--- config.mk ---
export PLATFORM = sky130hd
export DESIGN_NAME = ram_arbiter
export DESIGN_NICKNAME = d
export VERILOG_FILES = /design/src/rtl/ram_arbiter.sv
export SDC_FILE = /design/constraint.sdc
export NUM_CORES = 1
export LEC_CHECK = 0
export CORE_ASPECT_RATIO = 1.1
export CORE_UTILIZATION = 34
export DETAILED_ROUTE_END_ITERATION = 10
export PLACE_DENSITY = 0.85
export SYNTH_ARGS = -nofsm -noshare
export SYNTH_HDL_FRONTEND = slang
export SYNTH_SLANG_ARGS = --single-unit
export TNS_END_PERCENT = 10
--- constraint.sdc ---
create_clock -name clock -period 1.8 [get_ports clock]
set_input_delay 0.18 -clock clock [delete_from_list [all_inputs] [get_ports clock]]
set_output_delay 0.18 -clock clock [all_outputs]
set_load 0.03 [all_outputs]
--- src/rtl/ram_arbiter.sv ---
// ram_arbiter: shares one single-port async-read RAM between requester A (CPU) and B (display fetch)
//   clock, reset             : sole clock, synchronous active-high reset
//   a_req/a_wr/a_addr/a_din  : A request, held stable until a_ack
//   a_ack                    : comb, A's access is on the RAM this cycle
//   a_rvalid/a_dout          : registered read pulse and held read data for A
//   b_*                      : same set for requester B
//   ram_wr/ram_addr/ram_din  : drive the RAM; zero when idle
//   ram_dout                 : async RAM read data
module ram_arbiter #(
   parameter int Nloc    = 16,
   parameter int Dbits   = 4,
   parameter int PRIO_A  = 0,
   parameter int MAXWAIT = 7,
   localparam int AW     = $clog2(Nloc)
) (
   input  logic             clock,
   input  logic             reset,
   input  logic             a_req,
   input  logic             a_wr,
   input  logic [AW-1:0]    a_addr,
   input  logic [Dbits-1:0] a_din,
   output logic             a_ack,
   output logic             a_rvalid,
   output logic [Dbits-1:0] a_dout,
   input  logic             b_req,
   input  logic             b_wr,
   input  logic [AW-1:0]    b_addr,
   input  logic [Dbits-1:0] b_din,
   output logic             b_ack,
   output logic             b_rvalid,
   output logic [Dbits-1:0] b_dout,
   output logic             ram_wr,
   output logic [AW-1:0]    ram_addr,
   output logic [Dbits-1:0] ram_din,
   input  logic [Dbits-1:0] ram_dout
);
   localparam int BW = $clog2(MAXWAIT + 1);
   localparam logic [BW-1:0] MW = BW'(MAXWAIT);
   logic          last;
   logic [BW-1:0] bwait;
   logic          gnt_a, gnt_b;
   // B wins a tie when it is its turn (round-robin) or it has starved MAXWAIT cycles (A-priority)
   always_comb begin
      gnt_b    = b_req && (!a_req || ((PRIO_A != 0) ? (bwait == MW) : !last));
      gnt_a    = a_req && !gnt_b;
      a_ack    = gnt_a;
      b_ack    = gnt_b;
      ram_wr   = gnt_a ? a_wr   : gnt_b ? b_wr   : 1'b0;
      ram_addr = gnt_a ? a_addr : gnt_b ? b_addr : '0;
      ram_din  = gnt_a ? a_din  : gnt_b ? b_din  : '0;
   end
   always_ff @(posedge clock) begin
      if (reset) begin
         last     <= 1'b1;
         bwait    <= '0;
         a_rvalid <= 1'b0;
         b_rvalid <= 1'b0;
         a_dout   <= '0;
         b_dout   <= '0;
      end else begin
         if (gnt_a || gnt_b) last <= gnt_b;
         a_rvalid <= gnt_a && !a_wr;
         b_rvalid <= gnt_b && !b_wr;
         if (gnt_a && !a_wr) a_dout <= ram_dout;
         if (gnt_b && !b_wr) b_dout <= ram_dout;
         bwait <= (PRIO_A == 0 || !b_req || gnt_b) ? '0 : (bwait == MW) ? MW : bwait + 1'b1;
      end
   end
endmodule
### Yosys cells after proc, flatten, opt, wreduce, memory -nomap -nowiden

Index checks and enable logic that the tools add are counted.
Widths: inputs -> output; s select.

* bits of input ports: 26
* output and inout bits: 21
* bits in registers: 11

* muxes and demuxes: 6
* reductions and logical operators: 11

Operators with widths (count)
* $mux 4: 4
* $logic_not 1->1: 5
* $logic_and 1x1->1: 4
* $logic_or 1x1->1: 2
* $mux 1: 2

### Logic depth before layout (Yosys ltp)

Gate-level depths: netlist (run 1).

* depth in word-level cells: 6
* gate-level depth with buffers: 4

### Worst setup path after synthesis (run 1)

OpenSTA, ideal clock, no wires.

* kind: register to output
* from: register last
* to: output port ram_addr[0]
* path slack: 0.294 ns
* path buffers: 1
* arrival time: 1.326 ns
* cell stages (with the launch flop): 4
* path through: dfxtp_1 a21boi_0 clkbuf_1 o21ai_0

* word-level cells in the longest chain between the ends: 6
* elaborated cells on any way between the ends: 7

Ends and longest elaborated chain
* from (decl): RTL line 39 `logic last;`
* from (signal assigned): RTL line 61 `if (gnt_a || gnt_b) last <= gnt_b;`
* $logic_not 1->1 *: RTL line 44 `gnt_b = b_req && (!a_req || ((PRIO_A != 0) ? (bwait == MW) : !last));`
* $logic_or 1x1->1 *: RTL line 44
* $logic_and 1x1->1 *: RTL line 44
* $logic_not 1->1: RTL line 45 `gnt_a = a_req && !gnt_b;`
* $logic_and 1x1->1: RTL line 45
* $mux 4 *: RTL line 49 `ram_addr = gnt_a ? a_addr : gnt_b ? b_addr : '0;`
* to (decl): RTL line 33 `output logic [AW-1:0] ram_addr,`

Mark *: on every way between the ends. The rest lies on a longest branch, timed or not.

### Worst setup path in the final report (run 1)

* from: input port a_req
* to: output port ram_addr[0]

* word-level cells in the longest chain between the ends: 6
* elaborated cells on any way between the ends: 7

Ends and longest elaborated chain
* from (decl): RTL line 18 `input logic a_req,`
* $logic_not 1->1: RTL line 44
* $logic_or 1x1->1: RTL line 44
* $logic_and 1x1->1: RTL line 44
* $logic_not 1->1: RTL line 45
* $logic_and 1x1->1: RTL line 45
* $mux 4 *: RTL line 49

Marks and branches as above.

==> out/summary.txt, run 1 <==
Outcome - finished clean
Worst stage delay on the critical path - 0.47 ns
Post-synthesis sequential area ratio - 38.18%
Die area - 1865 sq um
Initial antenna violation count - 0
R2R depth - 4
Io pins - 47
Clock Latency Late Sink - 0.27 ns
Sw frac - 30.98%
Highest fanout seen on the critical path - 18
Critical Path End Type - primary output
CTS Buf Count - 3
Worst hold path stage count - 2
ANT cells - 0
FP Rows - 15
RR Startpoint - last
Instance count on the critical path - 6
Hold Fails Final Rpt - 0
H-tree depth - 1
Max Used Layer - met3
Tmin final - 1.589 ns
Unrepaired setup endpoints after global routing - false
Worst hold-check path type - reg -> reg
Buffers added on ports - 46
Vias in the first global route - 553
Sequential Power Share - 39.1%
GR Overflow Total - 0
Maximum vdd drop - 0.3791 mV
Setup repair bufs after CTS - 0
Hold WS - 0.4811 ns
Crit-path most repeated cell - buf_4
FMAX - 629.2 MHz
Metal2 WL - 657 um
R2r setup slk - 0.69 ns
Cell variety after synth - 15
Clock slew at reported path FFs - 0.06 ns
Slew Viols, Final - 0
Iteration-0 DRC Markers - 7
Clock Sinks - 11
Mapped Cells - 73
Comb pwr share - 35.8%
Internal power - 0.0004615 W
CTS Root Cell - clkbuf_4
Syn nets - 99
Starting density of the core - 36.59%
GRT Util Overall - 16.65%
Vias - 641
Top delay family on crit path - buffers and inverters
Placed cell area - 1030 sq um
Worst-path cell chain - clkdlybuf4s50_1, a21boi_1, buf_4, nand2_1, o21ai_0, buf_4
Cts hold-fix bufs - 0
WP data arrival - 1.41 ns
# resized after CTS - 0
Core footprint - 1577 sq um
M1 WL - 565 um
Worst EP required - 1.62 ns
Power Dens Cells - 633.3 nW/um^2
Post-route DRC violation count - 0
Global-route wire length before repair - 2097 um
Fill cells - 136
Pre-antenna DRT Iters - 4
Clock buffer depth - 2
Lkg Pwr - 0.4545 nW
Endpoints failing setup - 0
Leading cell types in the layout, fill and taps excluded - clkdlybuf4s50_1 (35), nand2_1 (18), buf_4 (14)
Die Wd - 41.27 um
Worst Setup SP - a_req
Synth warn - 0
Power, Total - 0.0006687 W
Wire per inst - 10.91 um
NetSw - 0.0002072 W
Area Overhead vs Synth - 83.08%
Remaining antenna violation count - 0
Slowest CP cell - clkdlybuf4s50_1
Syn Area/Cell - 7.901 sq um
Via/cell ratio - 4.645
CP Capture Point - ram_addr[0]
Worst setup SP type - input pin
Share of cells above drive strength 1 - 16.53%
Crit Path Category - in -> out
Die height - 45.20 um
Post-layout nets - 148
Crit Reg-Reg Endpoint - b_dout[3]
Measured slew at the worst slew-check pin - 0.3584 ns
Clk pwr share - 25.1%
GPL Wtd Cong - 0.6008
Fin Setup TNS - 0 ns
Design Area, Final - 1056 sq um
Routed wl met3 - 283 um
Fin util - 66.98%
Clk_skew - 0.003298 ns
Final period util - 88.30%
DRT Wirelength - 1506 um
Synthesized flop and latch total - 11
DP Wirelength - 1189 um
Mapped Area - 576.8 sq um
Commonest non-fill, non-tap cell in the layout - clkdlybuf4s50_1
Largest net degree at the start of global routing - 19
Max_cap viols - 0
Bufs and invs on worst path - 3
CTS tree - built
Slew headroom - 76.03%
-- sequential cells by signal, summed over array words and instances (netlist names) --
signal	count
a_rvalid	1
a_dout	4
b_rvalid	1
last	1
b_dout	4
-- metrics by stage --
| stage | std cells | worst slack, ns |
|---|---|---|
| 4_1_cts | 138 | 0.1936 |
| 3_3_place_gp | 134 | 0.2433 |
| 6_report | 138 | 0.2106 |
| 5_1_grt | 138 | 0.03357 |
| 2_1_floorplan | 73 | 0.2940 |
| 3_5_place_dp | 134 | 0.2023 |
-- synthesized netlist by cell type, drive strengths merged --
cell type	count	area [sq um]
a211o	1	8.760
a21boi	1	7.510
buf	2	12.51
clkbuf	3	11.26
dfxtp	11	220.2
inv	1	3.750
mux2i	8	80.08
nand2	18	67.56
nand2b	13	81.33
nor2	3	11.26
nor2b	1	6.260
nor3	1	10.01
o21ai	9	45.04
or3	1	11.26
-- worst reg2reg max path: cells and delay by family, from the launching register on --
kind	cells	cell delay [ns]
AO/OA/AOI/OAI	1	0.17
buffers and inverters	1	0.15
flip-flops	1	0.33
multiplexers	1	0.17
AND/OR/NAND/NOR	1	0.18
-- kinds of logic after synthesis --
family	after synthesis	share of synthesized area [%]
AO/OA/AOI/OAI	11	10.63
buffers and inverters	6	4.771
flip-flops	11	38.18
multiplexers	8	13.88
AND/OR/NAND/NOR	37	32.54
-- worst min path at each step --
stage	startpoint	slack (ns)	to
floorplan	ram_dout[0]	0.36	a_dout[0]
global placement	a_dout[3]	0.46	a_dout[3]
detailed placement	b_dout[3]	0.47	b_dout[3]
CTS	b_dout[0]	0.48	b_dout[0]
global route	b_dout[2]	0.50	b_dout[2]
finish	b_dout[3]	0.48	b_dout[3]
-- area by class of cell --
class / instances / area (sq um) / share of cell area [%]
clock buffer: 4 / 26.28 / 2.488
inverter: 1 / 3.754 / 0.3555
multi-input combinational: 56 / 329.1 / 31.16
sequential: 11 / 220.2 / 20.85
tap: 17 / 21.27 / 2.014
timing repair buffer: 49 / 455.4 / 43.13
-- layer usage --
metal  track usage, %  vias up
met2            29.38       44
met5                0        -
met4            7.742        0
li1                 -      334
met3            6.897        0
met1            15.90      263
-- power by group through the flow --
stage               logic, W  registers [W]  clock network, W
CTS                 0.000242       0.000262          0.000174
finish              0.000239       0.000262          0.000168
global route        0.000260       0.000263          0.000185
floorplan           0.000102       0.000287                 0
detailed placement  0.000241       0.000267                 0
global placement    0.000238       0.000267                 0
No activity file was read; power rests on OpenSTA's default activity.
==> run 2: changes to the inputs <==
Settings changed: CTS_CLUSTER_SIZE set to 20.
==> results of run 2 <==
Same layout as run 1: the final DEF is identical, and so are final timing and power.
==> run 3: changes to the inputs <==
Settings changed: PLACE_DENSITY 0.85 to 0.82.
==> run 3 against run 2 <==
Cell area stayed put. Non-clock buffer count is the same. Combinational power is essentially flat. Sequential power about the same. Worst setup slack worse by 0.033 ns. Cell count is the same. Critical path depth is the same. Clock skew shrank 0.0024 ns. Count of clock-buffer cells in the layout did not move. Sequential share of layout area stayed put. Sequential cell count stayed put. Global-route usage down 0.74 points.
==> out/summary.txt, run 3 (same netlist as run 1, synthesis figures left out) <==
Post-layout nets - 148
Cts hold-fix bufs - 0
Via/cell ratio - 4.804
Final period util - 90.11%
CTS Buf Count - 3
GR Overflow Total - 0
Slew headroom - 74.44%
DRT Wirelength - 1508 um
H-tree depth - 1
Crit Reg-Reg Endpoint - b_dout[2]
Measured slew at the worst slew-check pin - 0.3822 ns
ANT cells - 0
Lkg Pwr - 0.4545 nW
Buffers added on ports - 46
Highest fanout seen on the critical path - 18
Remaining antenna violation count - 0
Power Dens Cells - 624.8 nW/um^2
CTS Root Cell - clkbuf_4
WP data arrival - 1.44 ns
Top flop regs - a_dout x4, b_dout x4
Io pins - 47
Largest net degree at the start of global routing - 19
Core footprint - 1577 sq um
Share of cells above drive strength 1 - 16.53%
Clock Sinks - 11
Setup repair bufs after CTS - 0
Post-route DRC violation count - 0
R2R depth - 4
Leading cell types in the layout, fill and taps excluded - clkdlybuf4s50_1 (35), nand2_1 (18), buf_4 (14)
Clock buffer depth - 2
Hold Startpoint - a_dout[3]
Area Overhead vs Synth - 83.08%
Worst setup SP type - input pin
FP Rows - 15
Starting density of the core - 36.59%
Wire per inst - 10.93 um
Outcome - finished clean
Maximum vdd drop - 0.4143 mV
Clk_skew - 0.0009274 ns
Power, Total - 0.0006598 W
Slew Viols, Final - 0
Sw frac - 30.14%
Endpoints failing setup - 0
Setup WS pre-CTS - 0.1573 ns
Initial antenna violation count - 0
Hold Fails Final Rpt - 0
Internal power - 0.0004610 W
Worst hold path stage count - 2
Die area - 1865 sq um
Clock Latency Late Sink - 0.25 ns
DP Wirelength - 1244 um
Vias in the first global route - 607
Iteration-0 DRC Markers - 4
Global-route wire length before repair - 2076 um
NetSw - 0.0001989 W
Worst hold-check path type - reg -> reg
GRT Util Overall - 15.91%
R2r setup slk - 0.68 ns
Max_cap viols - 0
CTS tree - built
Pre-antenna DRT Iters - 4
WHS Endpoint - a_dout[3]
Unrepaired setup endpoints after global routing - false
# resized after CTS - 0
Crit Path Category - in -> out
Sequential Power Share - 39.7%
Final setup margin - 0.1781 ns
Critical Path End Type - primary output
Tmin final - 1.622 ns
FMAX - 616.5 MHz
Vias - 663
Fill cells - 147
Commonest non-fill, non-tap cell in the layout - clkdlybuf4s50_1
GPL Wtd Cong - 0.6494
RR Startpoint - last
Comb pwr share - 36.3%
Die height - 45.20 um
Worst EP required - 1.62 ns
Clock slew at reported path FFs - 0.07 ns
Die Wd - 41.27 um
Clk pwr share - 24.0%
Fin Setup TNS - 0 ns
==> run 3: how the worst max path moves through the flow <==
stage           from          end  slack [ns]
6_report       a_req  ram_addr[2]        0.18
5_1_grt        a_req  ram_addr[3]        0.02
4_1_cts        a_req  ram_addr[2]        0.15
3_5_place_dp   a_req  ram_addr[2]        0.16
3_3_place_gp   a_req  ram_addr[0]        0.25
2_1_floorplan   last  ram_addr[0]        0.29
==> run 3: stage by stage <==
step,cells,hold slack [ns],util [%],area (sq um)
floorplan,73,0.3551,-,576.8
global placement,134,0.4628,65.32,1030
detailed placement,134,0.4684,65.32,1030
CTS,138,0.4841,66.98,1056
global route,138,0.5081,66.98,1056
finish,138,0.4800,66.98,1056
==> run 3: power by group through the flow <==
stage                     clock, W  sequential [W]  combinational (W)
final                     0.000158        0.000262           0.000240
after floorplan                  0        0.000287           0.000102
after global routing      0.000174        0.000263           0.000262
after detailed placement         0        0.000267           0.000241
after global placement           0        0.000267           0.000238
after CTS                 0.000162        0.000262           0.000243
==> run 3: cell type report <==
type	count	area, sq um	share of cell area (%)
flip-flops and latches	11	220.2	20.85
repair buffers	49	455.4	43.13
well taps	17	21.27	2.014
clock buffers	4	26.28	2.488
multi-input cells	56	329.1	31.16
inverters	1	3.754	0.3555
==> run 3: critical path, stage by stage <==
cell	delay, ns
clkdlybuf4s50_1	0.47
a21boi_1	0.22
buf_4	0.23
nand2_1	0.07
o21ai_0	0.08
buf_4	0.19
==> run 3: routing by layer <==
| metal | routed length, um | GRT usage (%) | part of all wire (%) |
|---|---|---|---|
| met4 | 0 | 1.935 | 0 |
| met1 | 529 | 13.54 | 35 |
| met2 | 679 | 31.87 | 45 |
| met3 | 299 | 7.389 | 20 |
| met5 | 0 | 0 | 0 |
